## config.mk

```make
export PLATFORM = sky130hd
export DESIGN_NAME = mips_regfile_scoreboard_flat
export DESIGN_NICKNAME = d
export VERILOG_FILES = /design/src/rtl/mips_regfile_scoreboard_if.sv /design/src/rtl/mips_regfile_scoreboard.sv /design/src/flat_wrapper.sv
export SDC_FILE = /design/constraint.sdc
export NUM_CORES = 2
export LEC_CHECK = 0
export ABC_AREA = 0
export ABC_CLOCK_PERIOD_IN_PS = 44800
export CAP_MARGIN = 25
export CORE_UTILIZATION = 38
export CTS_BUF_LIST = sky130_fd_sc_hd__clkbuf_4 sky130_fd_sc_hd__clkbuf_8
export CTS_CLUSTER_SIZE = 8
export DETAILED_ROUTE_END_ITERATION = 16
export PLACE_DENSITY = 0.59
export SYNTH_ARGS = -nofsm -noshare
export SYNTH_HDL_FRONTEND = slang
export SYNTH_SLANG_ARGS = --single-unit
```

## constraint.sdc

```tcl
create_clock -name clk -period 44.8 [get_ports clk]
set_input_delay 13.44 -clock clk [delete_from_list [all_inputs] [get_ports clk]]
set_output_delay 13.44 -clock clk [all_outputs]
set_load 0.01 [all_outputs]
```

## src/rtl/mips_regfile_scoreboard_if.sv

```systemverilog
// Decode/writeback-facing bundle of the MIPS register file with pending scoreboard.
// The core side uses master; the register file uses slave.
interface mips_regfile_scoreboard_if #(
  parameter int DATA_W   = 32,
  parameter int ADDR_W   = 5,
  parameter int NUM_READ = 2
);
  logic [NUM_READ*ADDR_W-1:0] read_reg;
  logic [NUM_READ*DATA_W-1:0] read_data;
  logic [NUM_READ-1:0]        read_ready;
  logic                       write_en;
  logic [ADDR_W-1:0]          write_reg;
  logic [DATA_W-1:0]          write_data;
  logic                       alloc_en;
  logic [ADDR_W-1:0]          alloc_reg;
  logic                       pending_any;

  modport master (
    output read_reg, write_en, write_reg, write_data, alloc_en, alloc_reg,
    input  read_data, read_ready, pending_any
  );

  modport slave (
    input  read_reg, write_en, write_reg, write_data, alloc_en, alloc_reg,
    output read_data, read_ready, pending_any
  );
endinterface

```

## src/rtl/mips_regfile_scoreboard.sv

```systemverilog
// MIPS GPR file: NUM_READ combinational read ports with write-through bypass,
// one write port, and a per-register pending scoreboard. r0 is hardwired to zero.
module mips_regfile_scoreboard #(
  parameter int DATA_W   = 32,
  parameter int ADDR_W   = 5,
  parameter int NUM_READ = 2
) (
  input  logic clk,
  input  logic reset,
  mips_regfile_scoreboard_if.slave bus
);
  localparam int DEPTH = 1 << ADDR_W;

  logic [DATA_W-1:0]          regs [DEPTH];
  logic [DEPTH-1:0]           pend;
  logic [NUM_READ*DATA_W-1:0] rd_data;
  logic [NUM_READ-1:0]        rd_ready;
  logic [ADDR_W-1:0]          ra;
  logic                       hit;

  // Commit stage: register write and scoreboard update share the edge.
  always_ff @(posedge clk or posedge reset) begin
    if (reset) begin
      for (int r = 0; r < DEPTH; r++) regs[r] <= '0;
      pend <= '0;
    end else begin
      if (bus.write_en && bus.write_reg != '0)
        regs[bus.write_reg] <= bus.write_data;
      if (bus.write_en)
        pend[bus.write_reg] <= 1'b0;
      // Issued after the clear so a newer producer keeps the bit set.
      if (bus.alloc_en && bus.alloc_reg != '0)
        pend[bus.alloc_reg] <= 1'b1;
    end
  end

  always_comb begin
    rd_data  = '0;
    rd_ready = '0;
    ra       = '0;
    hit      = 1'b0;
    for (int i = 0; i < NUM_READ; i++) begin
      ra  = bus.read_reg[i*ADDR_W +: ADDR_W];
      hit = bus.write_en && (bus.write_reg == ra);
      if (ra == '0) begin
        rd_data[i*DATA_W +: DATA_W] = '0;
        rd_ready[i]                 = 1'b1;
      end else begin
        rd_data[i*DATA_W +: DATA_W] = hit ? bus.write_data : regs[ra];
        rd_ready[i]                 = !pend[ra] || hit;
      end
    end
  end

  assign bus.read_data   = rd_data;
  assign bus.read_ready  = rd_ready;
  assign bus.pending_any = |pend;
endmodule

```

## src/flat_wrapper.sv

```systemverilog
// flat-port wrapper written by rule: the top's interface ports become plain ports
module mips_regfile_scoreboard_flat 
#(
  parameter int DATA_W   = 32,
  parameter int ADDR_W   = 5,
  parameter int NUM_READ = 2
)
  (clk, reset, bus_read_reg, bus_write_en, bus_write_reg, bus_write_data, bus_alloc_en, bus_alloc_reg, bus_read_data, bus_read_ready, bus_pending_any);
  mips_regfile_scoreboard_if #(.DATA_W(DATA_W), .ADDR_W(ADDR_W), .NUM_READ(NUM_READ)) bus_i ();
  input  logic clk;
  input  logic reset;
  input wire logic [$bits(bus_i.read_reg)-1:0] bus_read_reg;
  input wire logic [$bits(bus_i.write_en)-1:0] bus_write_en;
  input wire logic [$bits(bus_i.write_reg)-1:0] bus_write_reg;
  input wire logic [$bits(bus_i.write_data)-1:0] bus_write_data;
  input wire logic [$bits(bus_i.alloc_en)-1:0] bus_alloc_en;
  input wire logic [$bits(bus_i.alloc_reg)-1:0] bus_alloc_reg;
  output wire logic [$bits(bus_i.read_data)-1:0] bus_read_data;
  output wire logic [$bits(bus_i.read_ready)-1:0] bus_read_ready;
  output wire logic [$bits(bus_i.pending_any)-1:0] bus_pending_any;
  assign bus_i.read_reg = bus_read_reg;
  assign bus_i.write_en = bus_write_en;
  assign bus_i.write_reg = bus_write_reg;
  assign bus_i.write_data = bus_write_data;
  assign bus_i.alloc_en = bus_alloc_en;
  assign bus_i.alloc_reg = bus_alloc_reg;
  assign bus_read_data = bus_i.read_data;
  assign bus_read_ready = bus_i.read_ready;
  assign bus_pending_any = bus_i.pending_any;
  mips_regfile_scoreboard #(.DATA_W(DATA_W), .ADDR_W(ADDR_W), .NUM_READ(NUM_READ)) u_core (.clk(clk), .reset(reset), .bus(bus_i));
endmodule
```

* After elaboration in Yosys (flattened, before gate mapping)
Cells that the tools add are included.
Word-level totals: bits in registers 1056, input bits 56, word-level logic and storage cells 92
Operators by class: magnitude comparators 10, equal/unequal tests 2, multiplexer cells 25, bitwise logic cells 6, reduce and logical (&&, ||, !) cells 16
Operators with widths (number):
- $bwmux W1024 | 1
- $mux W32 | 11
- $bmux W32 S5 | 2
- $demux W32 S5 | 1
- $and A32 B32 Y32 | 1
- $not A32 Y32 | 1
- $or A32 B32 Y32 | 1
- $reduce_or A32 Y1 | 1
- $lt A5 B6 Y1 const B | 4
- $ge A6 B6 Y1 const B | 3
- $not A5 Y6 | 3
- $bmux W1 S5 | 2
- $demux W1 S5 | 2
- $eq A5 B5 Y1 | 2
- $ge A5 B1 Y1 const B | 2
- $logic_not A5 Y1 | 2
- $reduce_bool A5 Y1 | 2
- $logic_and A1 B1 Y1 | 7
- $lt A6 B1 Y1 const B | 1
- $mux W1 | 6
- $logic_not A1 Y1 | 2
- $logic_or A1 B1 Y1 | 2

* Depth between registers and ports, before layout
depth in word-level cells 9, mapped depth 11, mapped depth without buffers 5

* Worst setup path before layout
Ideal clock, no wire load.
path kind input to output, start input bus_read_reg[0], end output bus_read_data[16], arrival time 15299 ps, required time 31360 ps, slack 16061 ps, stages 6, path buffers 3, path through buf_6 -> buf_6 -> buf_2 -> mux4_2 -> mux4_2 -> a221o_1
Between the ends: cells in the longest elaborated chain, start to end 6, elaborated cells on any way between the ends 9, those cells by class 1 x eq/ne; 5 x mux; 1 x bitwise; 2 x reduce/logical
Ends and longest elaborated chain:
- from (decl) | RTL line flat_wrapper.sv:12 | input wire logic [$bits(bus_i.read_reg)-1:0] bus_read_reg;
- $not A5 Y6 (implied by the code) | RTL line mips_regfile_scoreboard.sv:49 | rd_data[i*DATA_W +: DATA_W] = hit ? bus.write_data : regs[ra];
- $bmux W32 S5 | RTL line mips_regfile_scoreboard.sv:49
- $mux W32 (implied by the code) (2 in series) | RTL line mips_regfile_scoreboard.sv:49
- $mux W32 | RTL line mips_regfile_scoreboard.sv:49
- $mux W32 * | RTL line mips_regfile_scoreboard.sv:45 | if (ra == '0) begin
- to (decl) | RTL line flat_wrapper.sv:18 | output wire logic [$bits(bus_i.read_data)-1:0] bus_read_data;
Every way passes the cells marked *; elsewhere a longest branch is shown, timed or not. The select of a mux whose other input is x is not followed.

* Worst setup path in the final report
start input bus_read_reg[6], end output bus_read_data[34]
The elaborated chain is that of the path after synthesis.

==> metrics list <==
- The flow ran to the end, and the final reports show no timing, DRC or antenna violations.
- Yosys printed 0 warnings.
- For the worst flop-to-flop path, the logic depth is 1.
* Async SR Flop Fraction: 1.00
- After the first detailed-routing iteration, the DRC count stood at 3,662.
- First-pass GRT wire length: 272,000 um
- Average wire per cell in the routed design: 31.4 um
* Final setup slack of the worst path: 13.36 ns
* Worst Path Class, Setup: primary input to output port
- CP Launch Type: primary input
- Average footprint of a synthesized cell: 14.7 um2
- Part of the total power dissipated in sequential elements: 0.457
- Clock-pin transition on the worst setup and hold timing paths: 0.06 ns
- Die Footprint: 0.151 mm2
* Share of total power in the clock network: 0.331
* Peak fanout along the critical path: 46
- Internal power comes to 2.01 mW.
* Critical Path Slowest Stage Cell: buf_4
* Number of buffer and inverter stages on the critical path: 6
* Average vias per placed instance: 6.29
* Overall Global Routing Usage: 0.246
- Of the total power, the share spent switching nets is 0.279.
- On the critical path the largest part of the delay comes from buffers and inverters.
- Root buffer selected by CTS: clkbuf_8
- TritonCTS built the clock tree.
* # nets final: 3,890
- At the later pin of the worst-skew pair, clock insertion delay measures 0.91 ns.
* Number of antenna violations at the first check in global routing: 7
* Critical Path AT: 18.00 ns
- The worst register-to-register path has a setup slack of 44.00 ns.
* Most prevalent standard cell on the critical path: buf_4
- Number of nets produced by synthesis: 3,908
- Worst min-delay path class: flop to flop
* Core Region: 0.148 mm2
- The number of global-route vias before repair came to 38.0k.
* Final count of hold timing violations: 0
* Final worst path period need: 31.44 ns
- The critical path crosses 11 cells after its start point.
* Post-cts sizing count: 0
- After synthesis the netlist holds a flip-flop and latch count of 1,056.
* Number of distinct library cell variants in the gate-level netlist after synthesis: 54
- Transition time at the pin with the least slew margin: 1.20 ns
- Of the cells placed in the final design, the portion with a size suffix greater than 1 is 0.513.
* Cell depth of the worst hold path: 0
- Global routing finished with a remaining overflow of 0.
- Counting every instance in the synthesized netlist gives 3,852.
- The startpoint identified for the worst register-to-register timing path is u_core.regs[184].
* FF-to-FF End: u_core.regs[184]
* Worst-case clock skew: 0 ns
* Final setup violation count: 0
* Die height: 388 um
- Register area share after synthesis: 0.466
* Relative slew slack: 0.195
* Maximum number of pins on one net before global-route repair: 176
- In this run the horizontal extent of the chip is 388 um.
- Deepest level of the CTS H-tree: 4
* Number of clock sinks seen by CTS: 1,056
- 123 I/O pins were placed.
- In this run the static leakage power is 27.0 nW.
* Iteration count of the initial detailed-routing pass: 5
* Number of design rule violations left after detail routing: 0
- In this run, CTS created clock tree buffers numbering 182.
- Routed Antenna Nets: 0
- Traced cell by cell, the critical path runs through buf_8 -> buf_4 -> buf_4 -> buf_4 -> nor2b_2 -> buf_4 -> a221oi_1 -> o21ai_0 -> nand3_1 -> a22o_1 -> clkdlybuf4s50_1.
- RSZ-0062 raised after global routing: no
* Critical Path Max Stage Delay: 0.74 ns
- The final layout contains routed wiring with a total length of 185,000 um.
- STA classifies the critical path endpoint as an output port.
- Final Max Slew Viols: 0
* Destination of the worst hold path: u_core.regs[998]
* Half-perimeter wire length after placement: 97,100 um
- Commonest register cell after synthesis: dfrtp_1
- For this configuration, the core starts out at a cell density of 0.383.
- In this run, synthesis inferred 0 flip-flops with an integrated enable.
* Longest Clk Path Bufs: 3
- Setup TNS: 0 ns
* Setup slack after placement: 13.34 ns
* Timing-limited maximum frequency: 0.0318 GHz
- Post-CTS timing repair inserted 0 buffers for setup.
- In this run the power spent charging and discharging nets is 0.776 mW.
- Port Buf Inserts: 122
- After synthesis the cells add up to 0.0567 mm2.
- The detailed router placed 37.1k vias in this run.
- The area growth from synthesis to layout is 12.2%.
- Peak ir drop on the vdd network: 21.7 uV
* Tcrit/Tclk final: 0.702
- For this design the ratio of total power to cell area is 43.7 mW/mm2.
- The initialized floorplan defines 141 standard-cell rows.
* Comb pwr share: 0.212
* Maximum Capacitance Violations: 0
- CTS Hold Buffers Added: 0
* Crit path required time: 31.36 ns
- Launch point of the worst hold path: u_core.regs[998]
* Last weighted congestion value of the routability-driven placer: 0.803
-- flip-flops by register name (all words and copies together), names as in the netlist --
name         flops
u_core.regs   1024
u_core.pend     32
-- layout by cell type (no fill, tap or decap), types with 8 or more instances in the layout --
cell and count:
a221o_1 28, mux2_2 1035, a221oi_1 29, nand2_4 15, dfrtp_1 1056, a22o_1 40
nand2_1 77, o21ai_0 73, buf_4 91, nor2_1 55, a211oi_1 31, and2_1 23
xor2_1 8, or2_2 8, nand3_1 24, nor4_1 25, clkinv_2 14, clkbuf_8 230
nor3_1 32, a22oi_1 22, nand2b_1 9, nor3b_1 9, mux2i_1 102, a31oi_1 24
o22ai_1 54, nand3b_1 8, nor2_4 19, mux4_2 502, clkbuf_4 62, clkdlybuf4s50_1 112
a21oi_1 8, nor2b_1 27, a2111oi_0 20
-- cell usage after synthesis, types with 24 or more instances --
cell type     n  share of area
a211oi_1     31         0.0041
a221o_1      28         0.0049
a221oi_1     29         0.0045
a22o_1       40         0.0062
a31oi_1      24         0.0026
buf_1        59         0.0039
buf_2       102         0.0090
buf_4        26         0.0034
clkbuf_1    245          0.016
dfrtp_1    1056           0.47
mux2_2     1035           0.21
mux2i_1     102          0.018
mux4_2      502           0.20
nand2_1      92         0.0061
nand3_1      24         0.0021
nor2_1       75         0.0050
nor2b_1      28         0.0031
nor3_1       32         0.0028
nor4_1       26         0.0029
o21ai_0      73         0.0064
o22ai_1      54         0.0060
-- area by class of cell --
type / count / area (um2)
fillers: 13300 / 84300
multi-input cells: 2354 / 28700
flip-flops and latches: 1056 / 26400
clock buffers: 292 / 3630
well taps: 1930 / 2410
repair buffers: 235 / 2360
clock inverters: 22 / 141
inverters: 5 / 28.8
diodes: 4 / 10.0
-- stage by stage --
step                      hold slack [ns]   util  total power [mW]  instance area [um2]  std cells
final                               0.390  0.430              2.78                63700       5898
after CTS                           0.397  0.429              2.80                63500       5886
after global routing                0.408  0.430              2.91                63700       5896
after floorplan                     0.441      -              1.70                56700       3852
after detailed placement            0.384  0.403              1.87                59700       5572
after global placement              0.380  0.402              1.85                59600       5563
-- cell families after synthesis --
logic type             Yosys count  share of synthesized area
buffers and inverters          442                     0.0339
multiplexers                  1639                      0.423
AND/OR/NAND/NOR                348                     0.0306
flip-flops                    1056                      0.466
AO/OA/AOI/OAI                  357                     0.0456
XOR/XNOR                        10                    0.00154
-- how the worst max path moves through the flow --
| stage | start | end | slack, ns |
|---|---|---|---|
| 4_1_cts | bus_read_reg[0] | bus_read_data[19] | 13.33 |
| 2_1_floorplan | reset | u_core.pend[0] | 1.64 |
| 6_report | bus_read_reg[6] | bus_read_data[34] | 13.36 |
| 5_1_grt | bus_read_reg[0] | bus_read_data[19] | 13.13 |
| 3_5_place_dp | bus_read_reg[0] | bus_read_data[19] | 13.34 |
| 3_3_place_gp | bus_read_reg[0] | bus_read_data[19] | 13.33 |
-- power by group through the flow --
stage	logic (mW)	registers (mW)	clock network [mW]
detailed placement	0.588	1.28	0
global placement	0.578	1.27	0
CTS	0.590	1.26	0.941
global route	0.631	1.29	0.983
finish	0.590	1.27	0.922
floorplan	0.458	1.24	0
-- per-layer routing --
layer / global-route usage / share of wire / vias to the layer above / wire, um
li1: - / - / 15000 / -
met4: 0.0819 / 0.032 / 2 / 5900
met2: 0.382 / 0.46 / 1496 / 85500
met3: 0.0481 / 0.071 / 340 / 13200
met1: 0.347 / 0.43 / 20300 / 80400
met5: 0 / 0.000070 / - / 13
(Power assumes the default switching activity.)
